<file path="config.mk">
export PLATFORM = sky130hd
export DESIGN_NAME = win_screen_ctrl_flat
export DESIGN_NICKNAME = d
export VERILOG_FILES = /design/src/rtl/win_screen_ctrl_pkg.sv /design/src/rtl/win_screen_ctrl_if.sv /design/src/rtl/win_screen_ctrl_rise_detect.sv /design/src/rtl/win_screen_ctrl.sv /design/src/flat_wrapper.sv
export SDC_FILE = /design/constraint.sdc
export NUM_CORES = 1
export LEC_CHECK = 0
export CORE_MARGIN = 2
export CORE_UTILIZATION = 30
export CTS_CLUSTER_DIAMETER = 40
export DETAILED_ROUTE_END_ITERATION = 8
export GPL_TIMING_DRIVEN = 0
export SLEW_MARGIN = 20
export SYNTH_ARGS = -nofsm -noshare
export SYNTH_HDL_FRONTEND = slang
export SYNTH_SLANG_ARGS = --single-unit
</file>
<file path="constraint.sdc">
create_clock -name clk -period 2.9 [get_ports clk]
set_input_delay 0.725 -clock clk [delete_from_list [all_inputs] [get_ports clk]]
set_output_delay 0.725 -clock clk [all_outputs]
set_load 0.01 [all_outputs]
</file>
<file path="src/rtl/win_screen_ctrl_pkg.sv">
// rtl/win_screen_ctrl_pkg.sv - shared types for the end-of-game overlay sequencer
package game_pkg;

  typedef enum logic [1:0] {
    PLAY    = 2'd0,
    PENDING = 2'd1,
    SHOW    = 2'd2,
    CLEAR   = 2'd3
  } win_state_t;

  typedef enum logic {
    WHITE = 1'b0,
    BLACK = 1'b1
  } winner_t;

  localparam int FRAME_CNT_W_DEF = 12;

endpackage

</file>
<file path="src/rtl/win_screen_ctrl_if.sv">
// rtl/win_screen_ctrl_if.sv - game/timing side signals of the win overlay sequencer
interface win_screen_ctrl_if;
  logic vblnk;
  logic white_king_taken;
  logic black_king_taken;
  logic restart_btn;
  logic white_win;
  logic black_win;
  logic game_freeze;
  logic board_reset;

  modport master (
    output vblnk, white_king_taken, black_king_taken, restart_btn,
    input  white_win, black_win, game_freeze, board_reset
  );

  modport slave (
    input  vblnk, white_king_taken, black_king_taken, restart_btn,
    output white_win, black_win, game_freeze, board_reset
  );
endinterface

</file>
<file path="src/rtl/win_screen_ctrl_rise_detect.sv">
// rtl/win_screen_ctrl_rise_detect.sv - rising-edge detector on a level input
module rise_detect (
  input  logic clk,
  input  logic rst,
  input  logic d,
  output logic rise
);

  logic d_q;

  always_ff @(posedge clk) begin
    if (rst) begin
      d_q <= 1'b0;
    end else begin
      d_q <= d;
    end
  end

  assign rise = d & ~d_q;

endmodule

</file>
<file path="src/rtl/win_screen_ctrl.sv">
// rtl/win_screen_ctrl.sv - latches the first king capture and sequences the win overlay
// on frame boundaries, freezing play and pulsing a board reset on resume.
module win_screen_ctrl
  import game_pkg::*;
#(
  parameter int MIN_SHOW_FRAMES   = 120,
  parameter int AUTO_CLEAR_FRAMES = 0,
  parameter int FRAME_CNT_W       = FRAME_CNT_W_DEF
) (
  input  logic clk,
  input  logic rst,
  win_screen_ctrl_if.slave bus
);

  localparam logic [FRAME_CNT_W-1:0] MIN_CNT  = FRAME_CNT_W'(MIN_SHOW_FRAMES);
  localparam logic [FRAME_CNT_W-1:0] AUTO_CNT = FRAME_CNT_W'(AUTO_CLEAR_FRAMES);
  localparam bit                     AUTO_EN  = (AUTO_CLEAR_FRAMES != 0);

  logic frame_tick;
  logic restart_rise;

  win_state_t             state_q;
  winner_t                winner_q;
  logic [FRAME_CNT_W-1:0] frame_cnt_q;
  logic                   white_win_q;
  logic                   black_win_q;
  logic                   game_freeze_q;
  logic                   board_reset_q;

  rise_detect u_vblnk_rise (
    .clk  (clk),
    .rst  (rst),
    .d    (bus.vblnk),
    .rise (frame_tick)
  );

  rise_detect u_restart_rise (
    .clk  (clk),
    .rst  (rst),
    .d    (bus.restart_btn),
    .rise (restart_rise)
  );

  always_ff @(posedge clk) begin
    if (rst) begin
      state_q       <= PLAY;
      winner_q      <= WHITE;
      frame_cnt_q   <= '0;
      white_win_q   <= 1'b0;
      black_win_q   <= 1'b0;
      game_freeze_q <= 1'b0;
      board_reset_q <= 1'b0;
    end else begin
      board_reset_q <= 1'b0;
      case (state_q)
        PLAY: begin
          // A simultaneous double capture resolves to a white victory.
          if (bus.black_king_taken || bus.white_king_taken) begin
            winner_q      <= bus.black_king_taken ? WHITE : BLACK;
            game_freeze_q <= 1'b1;
            state_q       <= PENDING;
          end
        end
        PENDING: begin
          if (frame_tick) begin
            white_win_q <= (winner_q == WHITE);
            black_win_q <= (winner_q == BLACK);
            frame_cnt_q <= '0;
            state_q     <= SHOW;
          end
        end
        SHOW: begin
          if (frame_tick && (frame_cnt_q != '1)) begin
            frame_cnt_q <= frame_cnt_q + 1'b1;
          end
          // Conditions use the pre-increment count; early restarts are dropped.
          if ((restart_rise && (frame_cnt_q >= MIN_CNT)) ||
              (AUTO_EN && (frame_cnt_q >= AUTO_CNT))) begin
            state_q <= CLEAR;
          end
        end
        CLEAR: begin
          if (frame_tick) begin
            white_win_q   <= 1'b0;
            black_win_q   <= 1'b0;
            game_freeze_q <= 1'b0;
            board_reset_q <= 1'b1;
            state_q       <= PLAY;
          end
        end
        default: begin
          state_q <= PLAY;
        end
      endcase
    end
  end

  assign bus.white_win   = white_win_q;
  assign bus.black_win   = black_win_q;
  assign bus.game_freeze = game_freeze_q;
  assign bus.board_reset = board_reset_q;

endmodule

</file>
<file path="src/flat_wrapper.sv">
// flat-port wrapper written by rule: the top's interface ports become plain ports
module win_screen_ctrl_flat import game_pkg::*;
#(
  parameter int MIN_SHOW_FRAMES   = 120,
  parameter int AUTO_CLEAR_FRAMES = 0,
  parameter int FRAME_CNT_W       = FRAME_CNT_W_DEF
)
  (clk, rst, bus_vblnk, bus_white_king_taken, bus_black_king_taken, bus_restart_btn, bus_white_win, bus_black_win, bus_game_freeze, bus_board_reset);
  win_screen_ctrl_if bus_i ();
  input  logic clk;
  input  logic rst;
  input wire logic [$bits(bus_i.vblnk)-1:0] bus_vblnk;
  input wire logic [$bits(bus_i.white_king_taken)-1:0] bus_white_king_taken;
  input wire logic [$bits(bus_i.black_king_taken)-1:0] bus_black_king_taken;
  input wire logic [$bits(bus_i.restart_btn)-1:0] bus_restart_btn;
  output wire logic [$bits(bus_i.white_win)-1:0] bus_white_win;
  output wire logic [$bits(bus_i.black_win)-1:0] bus_black_win;
  output wire logic [$bits(bus_i.game_freeze)-1:0] bus_game_freeze;
  output wire logic [$bits(bus_i.board_reset)-1:0] bus_board_reset;
  assign bus_i.vblnk = bus_vblnk;
  assign bus_i.white_king_taken = bus_white_king_taken;
  assign bus_i.black_king_taken = bus_black_king_taken;
  assign bus_i.restart_btn = bus_restart_btn;
  assign bus_white_win = bus_i.white_win;
  assign bus_black_win = bus_i.black_win;
  assign bus_game_freeze = bus_i.game_freeze;
  assign bus_board_reset = bus_i.board_reset;
  win_screen_ctrl #(.MIN_SHOW_FRAMES(MIN_SHOW_FRAMES), .AUTO_CLEAR_FRAMES(AUTO_CLEAR_FRAMES), .FRAME_CNT_W(FRAME_CNT_W)) u_core (.clk(clk), .rst(rst), .bus(bus_i));
endmodule
</file>
==> summary.md, run 1 <==
| Metric | Value |
|---|---|
| Status | complete, no violations |
| Leading area contributor after synthesis | dfxtp_1 |
| Final min period | 2.47 ns |
| WL/cell | 11.9 um |
| Net Sw Power | 249 uW |
| DRC violations left | 0 |
| DP Cell Count | 187 |
| Initial antenna violation count | 0 |
| Clock latency on the worst-skew pair | 0.26 ns |
| Ant. Diodes | 0 |
| Synthesis Warnings | 0 |
| Critical-path cell list | clkdlybuf4s50_1 > nor2b_1 > nand3_1 > or4_1 > a21oi_1 |
| Critical Path Fanout Max | 8 |
| Setup TNS | 0 ns |
| Syn_nets | 142 |
| VDD IR max | 0.340 mV |
| Mapped Area | 1110 um^2 |
| CP Data Arrival Time | 2.65 ns |
| Yosys cell types | 36 |
| WS Path Type | input pin to register |
| Final Setup Violations | 0 |
| RSZ-0062 raised after global routing | false |
| Port bufs | 9 |
| F_max | 406 MHz |
| Hold depth | 2 |
| Final WL | 2280 um |
| Max-cap violations | 0 |
| Worst relative slew slack | 68.0% |
| Layout cell share with drive strength beyond 1 | 6.29% |
| Non-filler instance count after layout | 191 |
| Hold_buf cts | 0 |
| Critical path launch point type | input pin |
| Largest cells by area after synthesis | dfxtp_1, a21oi_1, ha_1, o31ai_1, nand2_1 |
| Crit path largest cell delay | 0.53 ns |
| Post-cts repair resize count | 0 |
| Total power | 782 uW |
| Post-CTS Setup Inserts | 0 |
| Vias per inst | 5.20 |
| Area of the core | 3610 um^2 |
| Mapped Cells | 130 |
| Total global-route track usage | 12.4% |
| Die H | 64.7 um |
| Buffers plus inverters on the worst setup path | 1 |
| Router iterations before antenna repair | 4 |
| Via count | 994 |
| GPL Wtd Cong | 0.847 |
| Area grow syn2layout | 17.8% |
| First-pass GRT wire length | 4160 um |
| Post-synth top flop | dfxtp_1 |
| CTS sink cnt | 21 |
| TritonCTS buffer count | 3 |
| Top delay family on crit path | simple AND/OR/NAND/NOR gates |
| # fillers | 369 |
| Worst-margin pin slew | 0.480 ns |
| Multi-input gate area | 647 um^2 |
| Leak | 0.000449 uW |
| Post-DP HPWL | 1710 um |
| Synth top area share | 38.0% |
| Vias in the first global route | 974 |
| Worst EP required | 3.09 ns |
| Utilization after layout | 36.1% |
| Sequential fraction of the synthesis area | 38.0% |
| PD cells | 600 nW/um^2 |
| Tcrit/Tclk final | 85.0% |
| Die width | 64.7 um |
| CP Depth | 5 |
| Global route overflow | 0 |
| Sw Share | 31.9% |
| Number of flops mapped to enable cells by yosys | 0 |
| CTS tree | done |
| Post-Syn Area per Cell | 8.51 um^2 |
| Nature of the critical path endpoint | register |
| Reg clk slew, reported paths | 0.08 ns |
| Antenna Nets Post-Route | 0 |
| CTS H-tree depth | 1 |
| CP max-delay cell | or4_1 |
| Comb power frac | 32.2% |
| Synthesized flop and latch total | 21 |
| Post-layout nets | 156 |
| Register area | 420 um^2 |
| Final hold viol count | 0 |
| Async SR Flop Fraction | 0% |
| Int Power | 532 uW |
| Clock share of power | 24.2% |
| Max Slew Vio Count | 0 |
| Seq pwr share | 43.6% |
| Max Clock Skew | 0.00583 ns |
| Clock root cell | clkbuf_8 |
| Reg2Reg Depth | 6 |
| HP Class | register to register |
| Clk buf depth | 2 |
| Initial core utilization | 30.7% |
| Row count | 22 |
| Detailed Route Iter0 Violations | 42 |
| Largest net degree at the start of global routing | 13 |
| Boundary pin count | 10 |
| Die footprint | 4190 um^2 |
## metrics by stage
step / hold slack (ns) / instance area [um^2] / setup slack, ns
2_1_floorplan: 0.454 / 1110 / 1.00
3_3_place_gp: 0.450 / 1260 / 0.285
3_5_place_dp: 0.452 / 1260 / 0.220
4_1_cts: 0.466 / 1300 / 0.465
5_1_grt: 0.502 / 1300 / 0.355
6_report: 0.458 / 1300 / 0.434
## cell usage in the layout (no fill, tap or decap), types with 4 or more instances in the layout
cell,n
and3_1,5
nand3_1,6
a21oi_1,15
nand2b_1,4
nand4_1,4
inv_1,4
o21ai_0,6
nand2_1,9
nor2_1,6
o31ai_1,5
dfxtp_1,21
or4_1,4
clkdlybuf4s50_1,9
ha_1,6
## flip-flops by register name, summed over array words and instances, names as in the netlist
signal                     cells
u_core.state_q                 2
u_core.bus.white_win           1
u_core.frame_cnt_q            12
u_core.bus.board_reset         1
u_core.bus.game_freeze         1
u_core.u_vblnk_rise.d_q        1
u_core.bus.black_win           1
u_core.u_restart_rise.d_q      1
u_core.winner_q                1
## cell families after synthesis
group	synth area share (%)
AND/OR/NAND/NOR	32.0
AO/OA/AOI/OAI	17.9
flip-flops	38.0
buffers and inverters	3.51
adder cells (fa/ha/maj)	6.79
multiplexers	1.81
## synth_stat cells, drive strengths merged, types with 2 or more instances
cell type / number
and3: 5
dfxtp: 21
o21ai: 6
or3: 3
nand4: 4
nor3: 2
or2: 3
and4: 2
nor2b: 3
nor2: 6
nand2: 9
nor3b: 2
nand4b: 2
o31ai: 5
a21oi: 15
a211oi: 2
or4: 4
mux2i: 2
clkbuf: 3
nand3: 6
ha: 6
inv: 4
and2: 2
nand2b: 4
## layer usage
| layer | vias up | part of all wire, % | track usage (%) |
|---|---|---|---|
| met1 | 446 | 46 | 15.1 |
| met3 | 2 | 6.5 | 4.51 |
| met2 | 33 | 47 | 21.0 |
| li1 | 513 | - | - |
| met5 | - | 0 | 0 |
| met4 | 0 | 0.61 | 2.39 |
## cell type report
cell class / instances / area share, %
multi-input cells: 101 / 49.7
flip-flops and latches: 21 / 32.3
repair buffers: 9 / 6.92
well taps: 48 / 4.61
clock buffers: 3 / 3.17
plain buffers: 4 / 1.83
inverters: 4 / 1.15
clock inverters: 1 / 0.384
## worst min-delay path, delay by kind of cell, from the launching register on
kind	cells	cell delay, ns
and+or+nand+nor	1	0.05
AOI/OAI and AO/OA	1	0.05
DFF	1	0.32
## worst paths after layout
| check | from | end | slack, ns |
|---|---|---|---|
| max reg2reg | u_core.state_q[0] | u_core.frame_cnt_q[6] | 0.89 |
| min | u_core.bus.black_win | u_core.bus.black_win | 0.46 |
| max | bus_vblnk | u_core.frame_cnt_q[5] | 0.43 |
| min reg2reg | u_core.bus.black_win | u_core.bus.black_win | 0.46 |
## power by group through the flow
| stage | registers [uW] | clock network (uW) | logic, uW |
|---|---|---|---|
| finish | 341 | 189 | 252 |
| global route | 344 | 214 | 285 |
| CTS | 341 | 201 | 252 |
| detailed placement | 348 | 0 | 250 |
| global placement | 346 | 0 | 244 |
| floorplan | 347 | 0 | 181 |
Note: power is estimated with default switching activity, not from simulation.
==> run 2: changes to the inputs <==
SYNTH_HIERARCHICAL = 1   (was not set)
==> run 2 against run 1 <==
Net effect: hold slack improved by 0.022 ns; critical path depth up 1; area after synthesis up 4.0%.
==> summary.md, run 2 <==
| Metric | Value |
|---|---|
| TritonCTS buffer count | 3 |
| Synthesized flop and latch total | 21 |
| Post-place setup slack | 0.173 ns |
| Net Sw Power | 262 uW |
| Most frequent cell after synthesis | dfxtp_1 |
| Sequential fraction of the synthesis area | 36.6% |
| Post-DP HPWL | 1780 um |
| WS Path Type | input pin to register |
| CP Data Arrival Time | 2.64 ns |
| Critical Path Fanout Max | 9 |
| Post-Synth Adder-Cell Area | 7.62% |
| Global route overflow | 0 |
| Xor and xnor area share after synthesis | 0% |
| Die footprint | 4340 um^2 |
| WL/cell | 12.7 um |
| RSZ-0062 raised after global routing | false |
| Post-layout nets | 161 |
| Int Power | 517 uW |
| Largest cells by area after synthesis | dfxtp_1, ha_1, a21oi_1, nor2b_4, or4_1 |
| Die width | 65.9 um |
| Clock root cell | clkbuf_8 |
| Yosys cell types | 36 |
| Biggest regs | u_core/frame_cnt_q (12), u_core/state_q (2) |
| Sw Share | 33.6% |
| Mapped Cells | 134 |
| Comb power frac | 31.3% |
| Final hold viol count | 0 |
| Seq pwr share | 44.0% |
| Ant. Diodes | 0 |
| Critical path launch point type | input pin |
| Post-synth top flop | dfxtp_1 |
| Area of the core | 3660 um^2 |
| Async SR Flop Fraction | 0% |
| GPL Wtd Cong | 0.775 |
| Nature of the critical path endpoint | register |
| Worst EP required | 3.09 ns |
| Setup WS post-layout | 0.452 ns |
| Synth top area share | 36.6% |
| Largest net degree at the start of global routing | 13 |
| Status | complete, no violations |
| Mux cell area share after synthesis | 1.85% |
| Clock latency on the worst-skew pair | 0.26 ns |
| Post-Synth Simple-Gate Area | 29.9% |
| Non-filler instance count after layout | 195 |
| DRC violations left | 0 |
| CTS sink cnt | 21 |
| PD cells | 579 nW/um^2 |
| Post-CTS Setup Inserts | 0 |
| Layout cell share with drive strength beyond 1 | 11.6% |
| Register with the most flip-flops | u_core/frame_cnt_q |
| Clock share of power | 24.7% |
| Max-cap violations | 0 |
| Leading area contributor after synthesis | dfxtp_1 |
| Final Setup Violations | 0 |
| Via count | 1,033 |
| Area grow syn2layout | 17.1% |
| Worst relative slew slack | 63.2% |
| Most common cell after layout, fill and taps aside | dfxtp_1 |
| Max reg flops | 12 |
| Most instantiated cells after synthesis | dfxtp_1, nand2_1, a21oi_1 |
| Number of flops mapped to enable cells by yosys | 0 |
| Router iterations before antenna repair | 4 |
| Mapped Area | 1150 um^2 |
| CTS tree | done |
| Compound-Gate Fraction of Synth Area | 20.8% |
| Vias in the first global route | 1,045 |
| Leak | 0.000485 uW |
| Reg clk slew, reported paths | 0.08 ns |
| Post-Syn Area per Cell | 8.58 um^2 |
| Vias per inst | 5.30 |
| Final WL | 2480 um |
| Syn_nets | 147 |
| Total global-route track usage | 13.0% |
| Max Slew Vio Count | 0 |
| CTS H-tree depth | 1 |
| Reg2Reg Setup Slack | 0.81 ns |
| F_max | 409 MHz |
| Commonest cells after routing, fill and taps aside | dfxtp_1, nand2_1, a21oi_1, clkdlybuf4s50_1 |
| DP Cell Count | 191 |
| Hold slack | 0.480 ns |
| Hold_buf cts | 0 |
| HP Class | register to register |
| Initial antenna violation count | 0 |
| Clk buf depth | 2 |
| Initial core utilization | 31.4% |
| Detailed Route Iter0 Violations | 63 |
| Synthesis Warnings | 6 |
| Worst-margin pin slew | 0.552 ns |
| Tcrit/Tclk final | 84.4% |
| Antenna Nets Post-Route | 0 |
| First-pass GRT wire length | 4430 um |
| VDD IR max | 0.191 mV |
| Final min period | 2.45 ns |
| Max Clock Skew | 0.00308 ns |
| Setup TNS | 0 ns |
| Post-cts repair resize count | 0 |
| Port bufs | 9 |
| Boundary pin count | 10 |
| Largest family of logic cells by synthesized area | simple AND/OR/NAND/NOR gates |
| Die H | 65.9 um |
| Row count | 22 |
run 2: changes by cell type in the layout (fill, tap and decap cells not counted), moves of 3 or more:
cell and change:
and3_1 -3, a21oi_1 -4, o211ai_1 +3, nor2b_4 +4
nor2b_1 -3, nand2_1 +4, or4_1 +3
run 2: worst paths after layout:
kind | startpoint | to | cells past startpoint
worst max-delay path | bus_vblnk | u_core/frame_cnt_q[9] | 6
worst max register to register | u_core/state_q[0] | u_core/frame_cnt_q[3] | 8
worst min-delay path | u_core/bus.game_freeze | u_core/bus.game_freeze | 2
worst min register to register | u_core/bus.game_freeze | u_core/bus.game_freeze | 2
run 2: cells by family (layout without fill, tap and decap cells):
logic type / count (synthesis) / after routing
buffers and inverters: 9 / 22
and+or+nand+nor: 58 / 58
DFF: 21 / 21
muxes: 2 / 2
AOI/OAI and AO/OA: 37 / 37
adders and majority gates: 7 / 7
run 2: stage by stage:
stage	instance area [um^2]	total power, uW	util (%)
2_1_floorplan	1150	519	-
3_3_place_gp	1300	578	35.5
3_5_place_dp	1300	591	35.5
4_1_cts	1350	787	36.8
5_1_grt	1350	836	36.8
6_report	1350	779	36.8
run 2: power groups by stage:
stage	Clock (uW)	Sequential (uW)	Combinational, uW
finish	192	343	244
global route	209	348	279
CTS	199	343	245
detailed placement	0	349	241
global placement	0	347	231
floorplan	0	347	171
run 2: worst max-delay path, stage by stage:
cell	delay [ns]
clkdlybuf4s50_1	0.48
nor2b_4	0.23
o21ai_2	0.17
or4_1	0.57
or3_1	0.32
a21oi_1	0.14
run 2: layout make-up:
type / instances / area (um^2)
Clock inverter: 1 / 5.00
Fill cell: 365 / 2310
Multi-Input combinational cell: 104 / 692
Tap cell: 48 / 60.1
Sequential cell: 21 / 420
Inverter: 5 / 18.8
Buffer: 4 / 18.8
Timing Repair Buffer: 9 / 90.1
Clock buffer: 3 / 41.3
run 2: per-layer routing:
layer,up-vias,wire length [um],GRT usage [%]
li1,523,-,-
met1,491,1200,16.2
met2,17,1170,21.8
met3,2,89,2.73
met4,0,14,4.69
met5,-,0,0
